--- src/rtl/alu_frame_engine.sv ---
// Byte-framed ALU engine: receives a request frame, executes one ALU operation,
// and returns a checksummed response frame through a ready/valid transmitter.
module alu_frame_engine #(
    parameter int DATA_WIDTH     = 8,
    parameter int TIMEOUT_CYCLES = 1000000
) (
    input  logic       clk,
    input  logic       reset,
    input  logic [7:0] rx_data,
    input  logic       rx_valid,
    output logic [7:0] tx_data,
    output logic       tx_valid,
    input  logic       tx_ready,
    output logic       busy,
    output logic [7:0] err_count
);
    localparam int NB = DATA_WIDTH / 8;
    localparam int IW = (NB > 1) ? $clog2(NB) : 1;
    localparam int SW = $clog2(DATA_WIDTH);
    localparam int CW = $clog2(TIMEOUT_CYCLES + 1);

    typedef enum logic [3:0] {
        IDLE, R_OP, R_A, R_B, R_CHK, EXEC, T_HDR, T_STAT, T_RES, T_CHK
    } state_t;

    state_t                state, state_nx;
    logic [IW-1:0]         idx;
    logic [7:0]            op;
    logic [7:0]            chk_acc;
    logic [DATA_WIDTH-1:0] a, b, res;
    logic [2:0]            status;
    logic [7:0]            tx_chk;
    logic [CW-1:0]         idle_cnt;

    logic                  in_rx, last, timeout;
    logic                  op_valid, alu_ovf, err;
    logic [DATA_WIDTH-1:0] alu_res, rsp_res;
    logic [2:0]            rsp_stat;
    logic [7:0]            rsp_chk;

    assign in_rx   = (state == R_OP) || (state == R_A) || (state == R_B) || (state == R_CHK);
    assign last    = (idx == IW'(NB - 1));
    assign timeout = in_rx && !rx_valid && (idle_cnt == CW'(TIMEOUT_CYCLES - 1));

    always_comb begin
        alu_res  = '0;
        alu_ovf  = 1'b0;
        op_valid = 1'b1;
        case (op[5:0])
            6'h20: begin
                alu_res = a + b;
                alu_ovf = (a[DATA_WIDTH-1] == b[DATA_WIDTH-1]) && (alu_res[DATA_WIDTH-1] != a[DATA_WIDTH-1]);
            end
            6'h22: begin
                alu_res = a - b;
                alu_ovf = (a[DATA_WIDTH-1] != b[DATA_WIDTH-1]) && (alu_res[DATA_WIDTH-1] != a[DATA_WIDTH-1]);
            end
            6'h24:   alu_res = a & b;
            6'h25:   alu_res = a | b;
            6'h26:   alu_res = a ^ b;
            6'h27:   alu_res = ~(a | b);
            6'h02:   alu_res = a >> b[SW-1:0];
            6'h03:   alu_res = $unsigned($signed(a) >>> b[SW-1:0]);
            default: op_valid = 1'b0;
        endcase

        // The running XOR includes the received CHK byte, so a good frame leaves zero.
        err      = !op_valid || (op[7:6] != 2'b00) || (chk_acc != 8'h00);
        rsp_res  = err ? '0 : alu_res;
        rsp_stat = {err, alu_ovf && !err, !err && (alu_res == '0)};
        rsp_chk  = {5'b0, rsp_stat};
        for (int unsigned i = 0; i < NB; i++) begin
            rsp_chk = rsp_chk ^ rsp_res[8*i +: 8];
        end
    end

    always_comb begin
        state_nx = state;
        busy     = (state != IDLE);
        tx_valid = 1'b0;
        tx_data  = 8'h00;
        case (state)
            IDLE:   if (rx_valid && rx_data == 8'hA5) state_nx = R_OP;
            R_OP:   if (rx_valid) state_nx = R_A;
            R_A:    if (rx_valid && last) state_nx = R_B;
            R_B:    if (rx_valid && last) state_nx = R_CHK;
            R_CHK:  if (rx_valid) state_nx = EXEC;
            EXEC:   state_nx = T_HDR;
            T_HDR: begin
                tx_valid = 1'b1;
                tx_data  = 8'h5A;
                if (tx_ready) state_nx = T_STAT;
            end
            T_STAT: begin
                tx_valid = 1'b1;
                tx_data  = {5'b0, status};
                if (tx_ready) state_nx = T_RES;
            end
            T_RES: begin
                tx_valid = 1'b1;
                tx_data  = 8'(res >> {idx, 3'b000});
                if (tx_ready && last) state_nx = T_CHK;
            end
            T_CHK: begin
                tx_valid = 1'b1;
                tx_data  = tx_chk;
                if (tx_ready) state_nx = IDLE;
            end
            default: state_nx = IDLE;
        endcase
        if (timeout) state_nx = IDLE;
    end

    always_ff @(posedge clk) begin
        if (reset) begin
            state     <= IDLE;
            idx       <= '0;
            op        <= '0;
            chk_acc   <= '0;
            a         <= '0;
            b         <= '0;
            res       <= '0;
            status    <= '0;
            tx_chk    <= '0;
            idle_cnt  <= '0;
            err_count <= '0;
        end else begin
            state    <= state_nx;
            idle_cnt <= (in_rx && !rx_valid) ? idle_cnt + 1'b1 : '0;

            if (((state == EXEC) && err) || timeout) begin
                if (err_count != 8'hFF) err_count <= err_count + 8'd1;
            end

            case (state)
                IDLE: if (rx_valid && rx_data == 8'hA5) begin
                    chk_acc <= '0;
                    idx     <= '0;
                end
                R_OP: if (rx_valid) begin
                    op      <= rx_data;
                    chk_acc <= chk_acc ^ rx_data;
                end
                R_A: if (rx_valid) begin
                    a[8*int'(idx) +: 8] <= rx_data;
                    chk_acc <= chk_acc ^ rx_data;
                    idx     <= last ? '0 : idx + 1'b1;
                end
                R_B: if (rx_valid) begin
                    b[8*int'(idx) +: 8] <= rx_data;
                    chk_acc <= chk_acc ^ rx_data;
                    idx     <= last ? '0 : idx + 1'b1;
                end
                R_CHK: if (rx_valid) chk_acc <= chk_acc ^ rx_data;
                EXEC: begin
                    res    <= rsp_res;
                    status <= rsp_stat;
                    tx_chk <= rsp_chk;
                end
                T_RES: if (tx_ready) idx <= last ? '0 : idx + 1'b1;
                default: ;
            endcase
        end
    end
endmodule

--- config.mk ---
export PLATFORM = sky130hd
export DESIGN_NAME = alu_frame_engine
export DESIGN_NICKNAME = d
export VERILOG_FILES = /design/src/rtl/alu_frame_engine.sv
export SDC_FILE = /design/constraint.sdc
export NUM_CORES = 1
export LEC_CHECK = 0
export CAP_MARGIN = 40
export CORE_ASPECT_RATIO = 0.9
export CORE_MARGIN = 10
export CORE_UTILIZATION = 50
export CTS_CLUSTER_SIZE = 14
export DETAILED_ROUTE_END_ITERATION = 7
export DONT_BUFFER_PORTS = 1
export GPL_TIMING_DRIVEN = 0
export HOLD_SLACK_MARGIN = 0.05
export MAX_ROUTING_LAYER = met4
export PLACE_DENSITY_LB_ADDON = 0.08
export RECOVER_POWER = 25
export SLEW_MARGIN = 20
export SYNTH_ARGS = -nofsm -noshare
export SYNTH_HDL_FRONTEND = slang
export SYNTH_SLANG_ARGS = --single-unit
--- constraint.sdc ---
create_clock -name clk -period 9.5 [get_ports clk]
set_clock_uncertainty 0.15 [all_clocks]
set_input_delay 2.375 -clock clk [delete_from_list [all_inputs] [get_ports clk]]
set_output_delay 2.375 -clock clk [all_outputs]
set_load 0.02 [all_outputs]
==> results of run 1 <==
placed cells by master, fill, tap and decap left out, types with 15 or more instances in the layout:
| master | n |
|---|---|
| a21oi_1 | 32 |
| clkbuf_1 | 26 |
| dfxtp_1 | 78 |
| ha_1 | 25 |
| inv_1 | 32 |
| mux2i_1 | 30 |
| nand2_1 | 36 |
| nand3_1 | 17 |
| nor2_1 | 90 |
| o21ai_0 | 15 |
| xor2_1 | 26 |
registers in the layout, summed over array words and instances (netlist names):
register,cells
a,8
b,8
chk_acc,8
err_count,8
idle_cnt,20
op,8
res,8
state,4
status,3
tx_chk,3
worst max-delay path by stage:
stage | start | depth (start not counted) | slack [ns] | endpoint
3_5_place_dp | state[3] | 5 | 4.82 | tx_data[1]
6_report | state[3] | 5 | 4.41 | tx_data[1]
3_3_place_gp | state[3] | 5 | 4.81 | tx_data[1]
5_1_grt | state[3] | 5 | 4.25 | tx_data[1]
4_1_cts | state[3] | 5 | 4.41 | tx_data[1]
2_1_floorplan | state[3] | 5 | 5.25 | tx_data[1]
per-stage QoR:
step	hold WS, ns	utilization [%]	setup WS (ns)	std cells	cell area [µm²]
after floorplan	0.2821	-	5.251	592	4938
after global placement	0.2944	52.77	4.812	718	5096
after detailed placement	0.3021	52.77	4.818	718	5096
after CTS	0.3149	54.81	4.409	734	5293
after global routing	0.3480	54.81	4.251	734	5293
final	0.3110	54.81	4.411	734	5293
routing by layer:
layer,up-vias,wire length [µm]
met5,-,0
met4,0,184
met3,18,960
met2,128,5346
met1,2046,6414
li1,2121,-
area by class of cell:
cell class	count	area, µm²
inverters	33	123.9
flip-flops and latches	78	1562
multi-input cells	447	3102
clock buffers	9	123.9
well taps	126	157.7
plain buffers	34	151.4
fillers	886	4364
clock inverters	7	72.57
power breakdown:
group | leakage, nW | switching (mW) | internal [mW]
logic | 1.30 | 0.0263 | 0.0142
registers | 0.628 | 0.00285 | 0.330
clock network | 0.0956 | 0.129 | 0.122
total | 2.02 | 0.158 | 0.466
critical path, delay by kind of cell, from the launching register on:
kind / cells / cell delay, ns
AO/OA/AOI/OAI: 2 / 0.72
buffers and inverters: 2 / 0.69
flip-flops: 1 / 0.32
AND/OR/NAND/NOR: 1 / 0.48
cells by family after synthesis:
group / Yosys count / share of synthesized area, %
simple gates: 225 / 22.88
compound gates: 118 / 16.60
flops: 78 / 31.62
buf+inv: 67 / 5.574
xor+xnor: 39 / 6.917
mux: 38 / 9.273
fa+ha+maj: 27 / 7.145
==> results.sh, run 1 <==
export IMPL_outcome="finished clean"
export IMPL_synth_yosys_seq_area_share_pct=31.62
export IMPL_relSlewSlack_pct=45.65
export IMPL_dieWidth_um=124.8
export IMPL_final_antenna_net_count=0
export IMPL_rsz0062_at_grt="no"
export IMPL_yosysUniqueCellTypes=69
export IMPL_drt_iter0_markers=385
export IMPL_netlist_area_mm2=0.004938
export IMPL_cts_sinks=78
export IMPL_synthTopCellsByArea="dfxtp_1 32%, nor2_1 6.8%, ha_1 6.3%"
export IMPL_syn_num_nets=631
export IMPL_wl_um=12910
export IMPL_whs_path_depth=2
export IMPL_period_minus_slack_ns=5.089
export IMPL_wire_per_inst_um=17.58
export IMPL_post_cts_setup_buffers=0
export IMPL_post_route_period_util_pct=53.57
export IMPL_grt_pass1_vias=3914
export IMPL_synth_ff_type="dfxtp_1"
export IMPL_hp_start="res[2]"
export IMPL_yosys_warnings=0
export IMPL_worstReg2RegStart="b[2]"
export IMPL_ir_drop_mv=0.1194
export IMPL_reg2reg_slack_ns=5.91
export IMPL_synth_edf_count=0
export IMPL_grtUsageMet3_pct=5.787
export IMPL_cts_tree="yes"
export IMPL_fp_dieH_um=114.3
export IMPL_worst_path_max_fanout=10
export IMPL_met1_usage_pct=24.80
export IMPL_hold_viol=0
export IMPL_critPathSlowestCell="o21ai_0"
export IMPL_layout_nets=642
export IMPL_clk_latency_ns=0.36
export IMPL_grt_first_pass_wirelength_um=20920
export IMPL_endpoint_kind="output port"
export IMPL_ios=30
export IMPL_crit_type="reg2out"
export IMPL_holdBufCountCts=0
export IMPL_ys_ff_latch=78
export IMPL_dieArea_mm2=0.01426
export IMPL_crit_chain="clkbuf_1 -> nor3b_1 -> clkbuf_1 -> a21oi_1 -> o21ai_0"
export IMPL_synthTopCellsByCount="90 x nor2_1, 78 x dfxtp_1, 36 x nand2_1"
export IMPL_p_leak_nw=2.020
export IMPL_drive_above_1_share_pct=7.730
export IMPL_async_flop_share_pct=0
export IMPL_busiest_layer="met2"
export IMPL_syn_area_per_cell_um2=8.342
export IMPL_cp_common_cell="clkbuf_1"
export IMPL_row_count=34
export IMPL_setup_viol=0
export IMPL_port_buffers=0
export IMPL_rr_endpoint="tx_chk[0]"
export IMPL_cp_start_kind="register"
export IMPL_finalSetupTns_ns=0
export IMPL_synthCells=592
export IMPL_yosysMostFrequentCell="nor2_1"
export IMPL_grt_total_usage_pct=18.32
export IMPL_gr_usage_met2_pct=25.56
export IMPL_worst_pin_slew_ns=0.8039
export IMPL_cts_root_buf="clkbuf_8"
export IMPL_cp_arrival_ns=2.56
export IMPL_r2r_cells=10
export IMPL_clk_pin_slew_ns=0.08
export IMPL_grt_overflow_total=0
export IMPL_post_dp_hpwl_um=9884
export IMPL_place_congestion=0.9286
export IMPL_powerDensity_mw_per_mm2=117.9
export IMPL_via_per_inst=5.876
export IMPL_power_mw=0.6238
export IMPL_slew_viol_final=0
export IMPL_drc_errors=0
export IMPL_ctsResizeCount=0
export IMPL_diodes=0
export IMPL_max_freq_mhz=196.5
export IMPL_synth_top_area_share_pct=31.62
export IMPL_htree_levels=3
export IMPL_yosysTopAreaCell="dfxtp_1"
export IMPL_firstDrtPassIters=5
export IMPL_syn_to_final_growth_pct=7.170
export IMPL_crit_path_max_incr_delay_ns=0.60
export IMPL_grt_max_degree=15
export IMPL_antenna_found_initial=0
export IMPL_required_ns=6.98
export IMPL_cts_made_buffers=9
export IMPL_min_path_type="reg2reg"
export IMPL_start_util_pct=51.14
export IMPL_hold_end="res[2]"
export IMPL_cts_buffer_depth=2
export IMPL_vias=4313
export IMPL_core_mm2=0.009657
export IMPL_drv_cap=0
No activity file was read; power rests on OpenSTA's default activity.
==> inputs of run 2 (changes only) <==
==> constraint.sdc (replaced) <==
create_clock -name clk -period 4.7 [get_ports clk]
set_clock_uncertainty 0.15 [all_clocks]
set_input_delay 1.175 -clock clk [delete_from_list [all_inputs] [get_ports clk]]
set_output_delay 1.175 -clock clk [all_outputs]
set_load 0.02 [all_outputs]
==> results of run 2 <==
Same layout as run 1 (identical final DEF). Status: finished clean.
Main changes from that run: setup slack after placement 4.818 ns -> 1.218 ns; setup slack after layout 4.411 ns -> 0.8110 ns; register-to-register setup slack 5.91 ns -> 1.11 ns; total power 0.6238 mW -> 1.261 mW; worst IR drop on VDD 0.1194 mV -> 0.2413 mV
